### config.mk
export PLATFORM = sky130hd
export DESIGN_NAME = arith_wide_seq
export DESIGN_NICKNAME = d
export VERILOG_FILES = /design/src/rtl/arith_wide_seq.sv
export SDC_FILE = /design/constraint.sdc
export NUM_CORES = 1
export LEC_CHECK = 0
export ABC_AREA = 1
export CAP_MARGIN = 25
export CORE_UTILIZATION = 45
export CTS_CLUSTER_DIAMETER = 100
export DETAILED_ROUTE_END_ITERATION = 10
export PLACE_DENSITY = 0.73
export SLEW_MARGIN = 20
export SYNTH_ARGS = -nofsm -noshare
export SYNTH_HDL_FRONTEND = slang
export SYNTH_SLANG_ARGS = --single-unit
export TNS_END_PERCENT = 100
### constraint.sdc
create_clock -name clk -period 6.17 [get_ports clk]
set_input_delay 1.234 -clock clk [delete_from_list [all_inputs] [get_ports clk]]
set_output_delay 1.234 -clock clk [all_outputs]
set_load 0.005 [all_outputs]
### src/rtl/arith_wide_seq.sv
// arith_wide_seq: 32-bit add/sub/inc/dec sequenced as two 16-bit passes through an external ALU
// Ports:
//   clk, rst                     clock, asynchronous active-high reset
//   req_valid/req_ready          request handshake; req_op, req_a, req_b carry the operation
//   alu_a/alu_b/alu_code/alu_cin drive to the 16-bit arithmetic unit
//   alu_c/alu_vout/alu_cout      results from the 16-bit arithmetic unit
//   resp_valid/resp_ready        response handshake; resp_c, resp_v, resp_cout, resp_err carry the result
//   ovf_count                    saturating count of delivered responses with resp_v=1
module arith_wide_seq #(
    parameter int OVF_CNT_W = 8
) (
    input  logic                 clk,
    input  logic                 rst,
    input  logic                 req_valid,
    output logic                 req_ready,
    input  logic [2:0]           req_op,
    input  logic [31:0]          req_a,
    input  logic [31:0]          req_b,
    output logic [15:0]          alu_a,
    output logic [15:0]          alu_b,
    output logic [2:0]           alu_code,
    output logic                 alu_cin,
    input  logic [15:0]          alu_c,
    input  logic                 alu_vout,
    input  logic                 alu_cout,
    output logic                 resp_valid,
    input  logic                 resp_ready,
    output logic [31:0]          resp_c,
    output logic                 resp_v,
    output logic                 resp_cout,
    output logic                 resp_err,
    output logic [OVF_CNT_W-1:0] ovf_count
);
    typedef enum logic [1:0] {IDLE, LO, HI, RESP} state_t;
    state_t                 state_q, state_d;
    logic [2:0]             op_q, op_d;
    logic [31:0]            opa_q, opa_d, opb_q, opb_d;
    logic                   cin0_q, cin0_d;
    logic [15:0]            lo_q, lo_d;
    logic                   carry_q, carry_d;
    logic [31:0]            resp_c_q, resp_c_d;
    logic                   resp_v_q, resp_v_d;
    logic                   resp_cout_q, resp_cout_d;
    logic                   resp_err_q, resp_err_d;
    logic [OVF_CNT_W-1:0]   ovf_q, ovf_d;
    logic                   signed_op, legal;
    // sadd/ssub/sinc/sdec are signed; only uadd (001) and usub (011) are unsigned
    assign signed_op  = op_q[2] | ~op_q[0];
    assign legal      = ~(req_op[2] & req_op[1]);
    assign req_ready  = (state_q == IDLE) && !rst;
    assign resp_valid = (state_q == RESP);
    assign resp_c     = resp_c_q;
    assign resp_v     = resp_v_q;
    assign resp_cout  = resp_cout_q;
    assign resp_err   = resp_err_q;
    assign ovf_count  = ovf_q;
    always_ff @(posedge clk or posedge rst) begin
        if (rst) begin
            state_q     <= IDLE;
            op_q        <= '0;
            opa_q       <= '0;
            opb_q       <= '0;
            cin0_q      <= 1'b0;
            lo_q        <= '0;
            carry_q     <= 1'b0;
            resp_c_q    <= '0;
            resp_v_q    <= 1'b0;
            resp_cout_q <= 1'b0;
            resp_err_q  <= 1'b0;
            ovf_q       <= '0;
        end else begin
            state_q     <= state_d;
            op_q        <= op_d;
            opa_q       <= opa_d;
            opb_q       <= opb_d;
            cin0_q      <= cin0_d;
            lo_q        <= lo_d;
            carry_q     <= carry_d;
            resp_c_q    <= resp_c_d;
            resp_v_q    <= resp_v_d;
            resp_cout_q <= resp_cout_d;
            resp_err_q  <= resp_err_d;
            ovf_q       <= ovf_d;
        end
    end
    always_comb begin
        state_d     = state_q;
        op_d        = op_q;
        opa_d       = opa_q;
        opb_d       = opb_q;
        cin0_d      = cin0_q;
        lo_d        = lo_q;
        carry_d     = carry_q;
        resp_c_d    = resp_c_q;
        resp_v_d    = resp_v_q;
        resp_cout_d = resp_cout_q;
        resp_err_d  = resp_err_q;
        ovf_d       = ovf_q;
        alu_a       = '0;
        alu_b       = '0;
        alu_code    = 3'b001;
        alu_cin     = 1'b0;
        case (state_q)
            IDLE: begin
                if (req_valid && legal) begin
                    op_d    = req_op;
                    opa_d   = req_a;
                    // subtract is A + ~B + 1; inc/dec add the constants +1 / -1
                    opb_d   = req_op[2] ? (req_op[0] ? 32'hFFFF_FFFF : 32'h0000_0001)
                                        : (req_op[1] ? ~req_b : req_b);
                    cin0_d  = ~req_op[2] & req_op[1];
                    state_d = LO;
                end else if (req_valid) begin
                    resp_c_d    = '0;
                    resp_v_d    = 1'b0;
                    resp_cout_d = 1'b0;
                    resp_err_d  = 1'b1;
                    state_d     = RESP;
                end
            end
            LO: begin
                alu_a   = opa_q[15:0];
                alu_b   = opb_q[15:0];
                alu_cin = cin0_q;
                lo_d    = alu_c;
                carry_d = alu_cout;
                state_d = HI;
            end
            HI: begin
                alu_a       = opa_q[31:16];
                alu_b       = opb_q[31:16];
                alu_cin     = carry_q;
                alu_code    = signed_op ? 3'b000 : 3'b001;
                resp_c_d    = {alu_c, lo_q};
                resp_v_d    = signed_op & alu_vout;
                // usub reports borrow, which is the inverted carry of A + ~B + 1
                resp_cout_d = signed_op ? 1'b0 : (op_q[1] ? ~alu_cout : alu_cout);
                resp_err_d  = 1'b0;
                state_d     = RESP;
            end
            RESP: begin
                if (resp_ready) begin
                    state_d = IDLE;
                    ovf_d   = (resp_v_q && !(&ovf_q)) ? ovf_q + 1'b1 : ovf_q;
                end
            end
            default: state_d = IDLE;
        endcase
    end
endmodule

* Word level (Yosys, flattened, before mapping)
Cells that the tools add are included.
Cells by class: reduce and logical (&&, ||, !) cells 12, eq/ne operators 7, muxes and demuxes 24, add/sub/neg operators 1, bitwise operators 9
Operator list (count):
- $mux W32 | 5
- $pmux W16 S2 | 2
- $pmux W32 S2 | 1
- $not A32 Y32 | 1
- $add A8 B1 Y8 const B | 1
- $mux W1 | 8
- $pmux W1 S2 | 4
- $pmux W2 S4 | 1
- $reduce_and A8 Y1 | 1
- $mux W2 | 3
- $reduce_and A3 Y1 | 2
- $eq A2 B2 Y1 const B | 2
- $ne A2 B2 Y1 const B | 2
- $not A1 Y1 | 4
- $reduce_and A2 Y1 | 2
- $and A1 B1 Y1 | 3
- $logic_and A1 B1 Y1 | 3
- $ne A3 B2 Y1 const B | 1
- $eq A2 B1 Y1 const B | 1
- $logic_not A1 Y1 | 2
- $logic_not A2 Y1 | 1
- $ne A2 B1 Y1 const B | 1
- $reduce_bool A2 Y1 | 1
- $or A1 B1 Y1 | 1
Storage, ports and cells: bits in registers 130, word-level logic and storage cells 65

* Longest topological paths before layout
Gate-level depths: netlist (run 1).
word-level depth 5, gate-level depth with buffers 9

* Least setup slack after synthesis (run 1)
Ideal clock, no wire load.
path type input to output, start point in rst, end point out req_ready, path buffers 0, arrival 1.340 ns, data required time 4.936 ns, stages 1, path slack 3.596 ns, cell sequence nor2_1
On the way: word-level cells in the longest chain between the ends 2
Ends and longest elaborated chain:
- start: declaration | line 13 | input logic rst,
- $logic_not A1 Y1 (no source line)
- $logic_and A1 B1 Y1 | line 50 | assign req_ready = (state_q == IDLE) && !rst;
- end: declaration | line 15 | output logic req_ready,
Every way passes these cells.

* Final worst setup path (run 1)
start point reg state_q[0], end point out alu_b[6]
On the way: word-level cells in the longest chain between the ends 2, elaborated cells between the ends (all ways) 3
Ends and longest elaborated chain:
- start: declaration | line 35 | state_t state_q, state_d;
- start signal: assignment | line 72 | state_q <= state_d;
- $eq A2 B2 Y1 or $eq A2 B1 Y1 (tied branches) | line 103 | case (state_q)
- $pmux W16 S2 * | line 103
- end: declaration | line 20 | output logic [15:0] alu_b,
Mark *: on every way between the ends. The rest lies on a longest branch, timed or not.

==> results of run 1 <==
## registers in the layout, indices dropped and copies added (netlist names)
signal     count
resp_c        32
opa_q         32
ovf_count      8
resp_v         1
carry_q        1
opb_q         32
op_q           3
cin0_q         1
lo_q          16
resp_err       1
state_q        2
resp_cout      1
## worst reg2reg max path, delay by kind of cell, from the launching register on
family,cells,cell delay [ps]
and+or+nand+nor,5,1550
adders and majority gates,1,320
DFF,1,420
buffers and inverters,3,550
## cell usage in the layout (no fill, tap or decap), types with 2 or more instances in the layout
| cell | count |
|---|---|
| nand2_1 | 448 |
| clkdlybuf4s50_1 | 166 |
| dfrtp_1 | 130 |
| nor2_1 | 89 |
| a21oi_1 | 35 |
| a31oi_1 | 24 |
| clkbuf_16 | 17 |
| o21ai_0 | 16 |
| inv_1 | 14 |
| inv_6 | 6 |
| buf_4 | 6 |
| ha_1 | 5 |
| clkinv_4 | 5 |
| nand3_2 | 3 |
| xor2_1 | 3 |
| nand3b_1 | 3 |
| xnor2_1 | 2 |
| nand3_1 | 2 |
| conb_1 | 2 |
| clkbuf_8 | 2 |
## final timing paths
| check | from | to | slack, ps |
|---|---|---|---|
| worst max-delay path | state_q[0] | alu_b[6] | 2210 |
| worst min-delay path | lo_q[8] | resp_c[8] | 470 |
| worst max register to register | state_q[0] | resp_c[17] | 3290 |
| worst min register to register | lo_q[8] | resp_c[8] | 470 |
| max in group asynchronous | rst | resp_c[24] | 3700 |
| min in group asynchronous | rst | resp_c[13] | 1390 |
## power by group through the flow
stage	Clock (µW)	Sequential (µW)	Combinational [µW]
final	933	1430	1590
after global routing	990	1480	1790
after CTS	952	1440	1610
after detailed placement	0	1440	1600
after global placement	0	1440	1570
after floorplan	0	1410	908
## cell families (layout without fill, tap and decap cells)
group / after synthesis / count (layout) / synth area share, %
AOI/OAI and AO/OA: 75 / 75 / 6.51
adders and majority gates: 6 / 6 / 1.21
DFF: 130 / 130 / 52.2
other: 1 / 2 / 0.0602
and+or+nand+nor: 547 / 547 / 33.6
xor gates and xnor gates: 5 / 5 / 0.703
buffers and inverters: 68 / 225 / 5.74
## per-layer routing
metal	part of all wire, %	vias up	track usage, %	wire length (µm)
met4	1.1	0	6.80	167
met1	46	2676	32.3	7310
met2	47	159	36.2	7400
met5	0	-	0	0
li1	-	2877	-	-
met3	5.4	13	5.89	856
## final cells by class
type,instances,share of cell area (%)
flip-flops and latches,130,38.3
multi-input cells,635,30.9
repair buffers,175,20.7
clock buffers,20,5.38
well taps,176,2.59
clock inverters,12,1.18
inverters,18,0.943
## stage by stage
stage / worst slack (ps) / total power, µW / area (µm²) / hold WS (ps) / cells
6_report: 2210 / 3960 / 8490 / 467 / 1166
5_1_grt: 1980 / 4260 / 8490 / 489 / 1166
4_1_cts: 2190 / 4000 / 8450 / 469 / 1164
3_5_place_dp: 1970 / 3040 / 7890 / 454 / 1132
3_3_place_gp: 2010 / 3010 / 7890 / 449 / 1132
2_1_floorplan: 1470 / 2320 / 6230 / 442 / 833
==> impl_metrics.toml, run 1 <==
[die]
start_util_pct = 46.7
core_area_mm2 = 0.0133
die_w_um = 120
io_pins = 170
row_count = 42
die-area_mm2 = 0.0143
die_h_um = 120

[layout]
regArea_mm2 = 0.00325
nets = 1072
layout-drive-gt1-share_pct = 4.85
multiInputGateArea_mm2 = 0.00263
n_antenna_cell = 0
nFillCells = 1209
postLayoutCoreUtil_pct = 63.6
area_growth_pct = 36.3

[job]
maxCapViolCount = 0

[critical_path]
rr_worst_depth = 9
start_kind = "flip-flop"
cp_slowest_cell = "ha_1"
cp_cell_sequence = "inv_1, ha_1, buf_4, nand2_1, a21oi_1, clkdlybuf4s50_1"
path_buf_inv = 3
crit_family = "buffers and inverters"
cp-end-kind = "primary output"
critPathMaxFanout = 21
cp.required_ps = 4940
critical-path-max-stage-delay_ps = 560
cp.depth = 6
cp.arrival_ps = 2720
critPathKind = "reg2out"

[clocking]
cts_tree = "built"
root_buffer = "clkbuf_16"
cts_htree_levels = 4
cts_setup_buffers = 0
clkLatencyLatePin_ps = 430
clkSinkCount = 130
cts_made_buffers = 17
path_clk_slew_ps = 60
cts_resized = 0
cts_hold_buf = 0
clk_path_buf_depth = 2

[logic_synthesis]
ys_seq_area_share_pct = 52.2
synth.most_common_cell = "nand2_1"
synth_common_cells = "nand2_1 (448), dfrtp_1 (130), nor2_1 (89)"
yosysWarnings = 0
synthesis.area_mm2 = 0.00623
ys_seq_elements = 130
yosysTopAreaCell = "dfrtp_1"
synthesis.instances = 832
synth.area.top_cells = "dfrtp_1 (52%), nand2_1 (27%), nor2_1 (5.4%)"
ys_async_sr_fraction_pct = 100
synth_ff_type = "dfrtp_1"
synth_top_area_share_pct = 52.2
syn_avg_cell_area_um2 = 7.49
synth.distinct_cells = 23
synth-edff-count = 0

[detailed_routing]
post_drt_wl_per_cell_um = 13.5
first_pass_iters = 5
wl_um = 15700
post_drt_via_cell_ratio = 4.91
drc = 0
detail_route.iter0.violations = 297
route.vias.total = 5725
ant_nets = 0

[worst_hold_path]
hold_class = "reg2reg"
hold_depth = 2

[placed_design]
port_buffers = 167
dp_hpwl_um = 10100
place.gp.congestion = 0.790

[sta]
hold_violations = 0
worstMarginPinSlew_ps = 781
rsz0062_at_grt = "false"
worst_clock_skew_ps = 11.4
relSlewSlack_pct = 47.9
min_period_ps = 3960
finalCritPeriodShare_pct = 64.1
tns_ps = 0
maxSlewViolCount = 0
setup_viol = 0
fmax_mhz = 253

[power]
switching_share_pct = 36.8
power.switching_uw = 1450
p_seq_share_pct = 36.3
p_leak_uw = 0.00408
peakVddDrop_uv = 203
p_per_area_mw_per_mm2 = 466
p_int_uw = 2500
p_clk_share_pct = 23.6
comb_power_share_pct = 40.2

[global_route]
grt_max_degree = 91
grt_overflow_total = 0
grt_use_total_pct = 23.3
antenna_found_initial = 0
grt_pass1_wl_um = 25900
grt_pass1_vias = 5163

[run_status]
status = "finished, final reports clean"
No activity file was read; power rests on OpenSTA's default activity.
==> run 2, diff against run 1 <==
Settings changed: CORE_UTILIZATION 45 to 44, PLACE_DENSITY 0.73 to 0.75.
Clock period 6.17 ns to 3.5 ns, I/O delays scaled along.
==> impl_metrics.toml, run 2 (synthesis results as in run 1) <==
[layout]
layout_commonest_cell = "nand2_1"
n_antenna_cell = 0
layout_common_cells = "nand2_1 (448), clkdlybuf4s50_1 (166), dfrtp_1 (130)"
area_growth_pct = 37.4
nFillCells = 1223
layout-drive-gt1-share_pct = 5.14
nets = 1076

[power]
peakVddDrop_uv = 368
p_leak_uw = 0.00411
p_per_area_mw_per_mm2 = 839

[detailed_routing]
first_pass_iters = 5
detail_route.iter0.violations = 333
post_drt_via_cell_ratio = 4.82
route.vias.total = 5658
drc = 0
ant_nets = 0
wl_um = 15700
post_drt_wl_per_cell_um = 13.4

[global_route]
grt_pass1_vias = 5127
grt_pass1_wl_um = 25500
antenna_found_initial = 0
grtUsageMet2_pct = 34.4
grt_overflow_total = 0
gr-usage-met1_pct = 31.3
grt-busiest-layer = "met2"
grt_max_degree = 131
gr-usage-met3_pct = 5.12
grt_use_total_pct = 22.4

[critical_path]
critical-path-max-stage-delay_ps = 520
cp.required_ps = 2800
crit_family = "buffers and inverters"
cp_slowest_cell = "clkdlybuf4s50_1"
critPathKind = "reg2out"
path_buf_inv = 3
cp-end-kind = "primary output"
critPathMaxFanout = 19
start_kind = "flip-flop"
cp_cell_sequence = "inv_1, ha_2, buf_4, nand2_1, a21oi_1, clkdlybuf4s50_1"
cp.arrival_ps = 2410

[placed_design]
dp_hpwl_um = 10200
port_buffers = 167
place.gp.congestion = 0.805

[sta]
maxSlewViolCount = 0
fmax_mhz = 322
worstMarginPinSlew_ps = 682
relSlewSlack_pct = 54.5
finalCritPeriodShare_pct = 88.7
hold_violations = 0
min_period_ps = 3110
rsz0062_at_grt = "false"
hold_slack_ps = 468
tns_ps = 0
setup_viol = 0
worst_clock_skew_ps = 6.16

[clocking]
cts_hold_buf = 0
cts_resized = 0
cts_made_buffers = 17
clk_path_buf_depth = 2
path_clk_slew_ps = 50
cts_htree_levels = 4
clkSinkCount = 130
cts_tree = "built"
cts_setup_buffers = 0
root_buffer = "clkbuf_16"
clkLatencyLatePin_ps = 420

[die]
die-area_mm2 = 0.0146
start_util_pct = 45.1
io_pins = 170
die_h_um = 121
row_count = 43
core_area_mm2 = 0.0138
die_w_um = 121

[run_status]
status = "finished, final reports clean"

[job]
maxCapViolCount = 0

[worst_hold_path]
hold_class = "reg2reg"
run 2: cell types whose count changed in the layout (fill, tap and decap cells not counted), sizes merged:
cell / before / now
inv: 22 / 17
buf: 9 / 13
bufinv: 0 / 3
clkinvlp: 1 / 4
clkbuf: 20 / 19
clkinv: 7 / 6
run 2: tightest hold or removal path: stages, from the launching register on:
cell	delay, ps
dfrtp_1	340
nand2_1	50
nand2_1	40
run 2: layout make-up:
type	instances	area [µm²]	share of cell area, %
Clock buffer	19	453	5.29
Clock inverter	12	158	1.84
Inverter	18	78.8	0.921
Multi-Input combinational cell	635	2630	30.7
Sequential cell	130	3250	38.0
Tap cell	180	225	2.63
Timing Repair Buffer	179	1770	20.7
run 2: through the flow:
stage                     worst slack [ps]  utilization [%]  instance area [µm²]  cells  total power [µW]
after floorplan                       1190                -                 6240    833              4090
after global placement                 884             57.5                 7950   1142              5340
after detailed placement               812             57.5                 7950   1142              5400
after CTS                              365             61.9                 8560   1173              7250
after global routing                   221             61.9                 8560   1173              7720
final                                  394             61.9                 8560   1173              7180
run 2: metal layers:
layer	routed length, µm	up-vias
li1	-	2865
met1	7370	2609
met2	7200	167
met3	944	17
met4	190	0
met5	0	-
run 2: path summary, 6_finish.rpt:
| check | from | to | slack (ps) | cells past startpoint |
|---|---|---|---|---|
| max in group asynchronous | rst | opa_q[5] | 2140 | 3 |
| min | lo_q[12] | resp_c[12] | 470 | 2 |
| max | state_q[1] | alu_a[7] | 390 | 6 |
| max reg2reg | state_q[1] | lo_q[1] | 1150 | 7 |
| min reg2reg | lo_q[12] | resp_c[12] | 470 | 2 |
| min in group asynchronous | rst | ovf_count[7] | 880 | 3 |
run 2: where the power goes:
group | switching, µW | internal (µW) | total (µW)
sequential | 391 | 2170 | 2560
combinational | 1490 | 1320 | 2810
clock | 656 | 1150 | 1810
==> run 3, diff against run 2 <==
Settings changed: ABC_CLOCK_PERIOD_IN_PS from default to 3500.
==> results of run 3 <==
No change in the layout: final DEF, timing and power equal those of run 2.
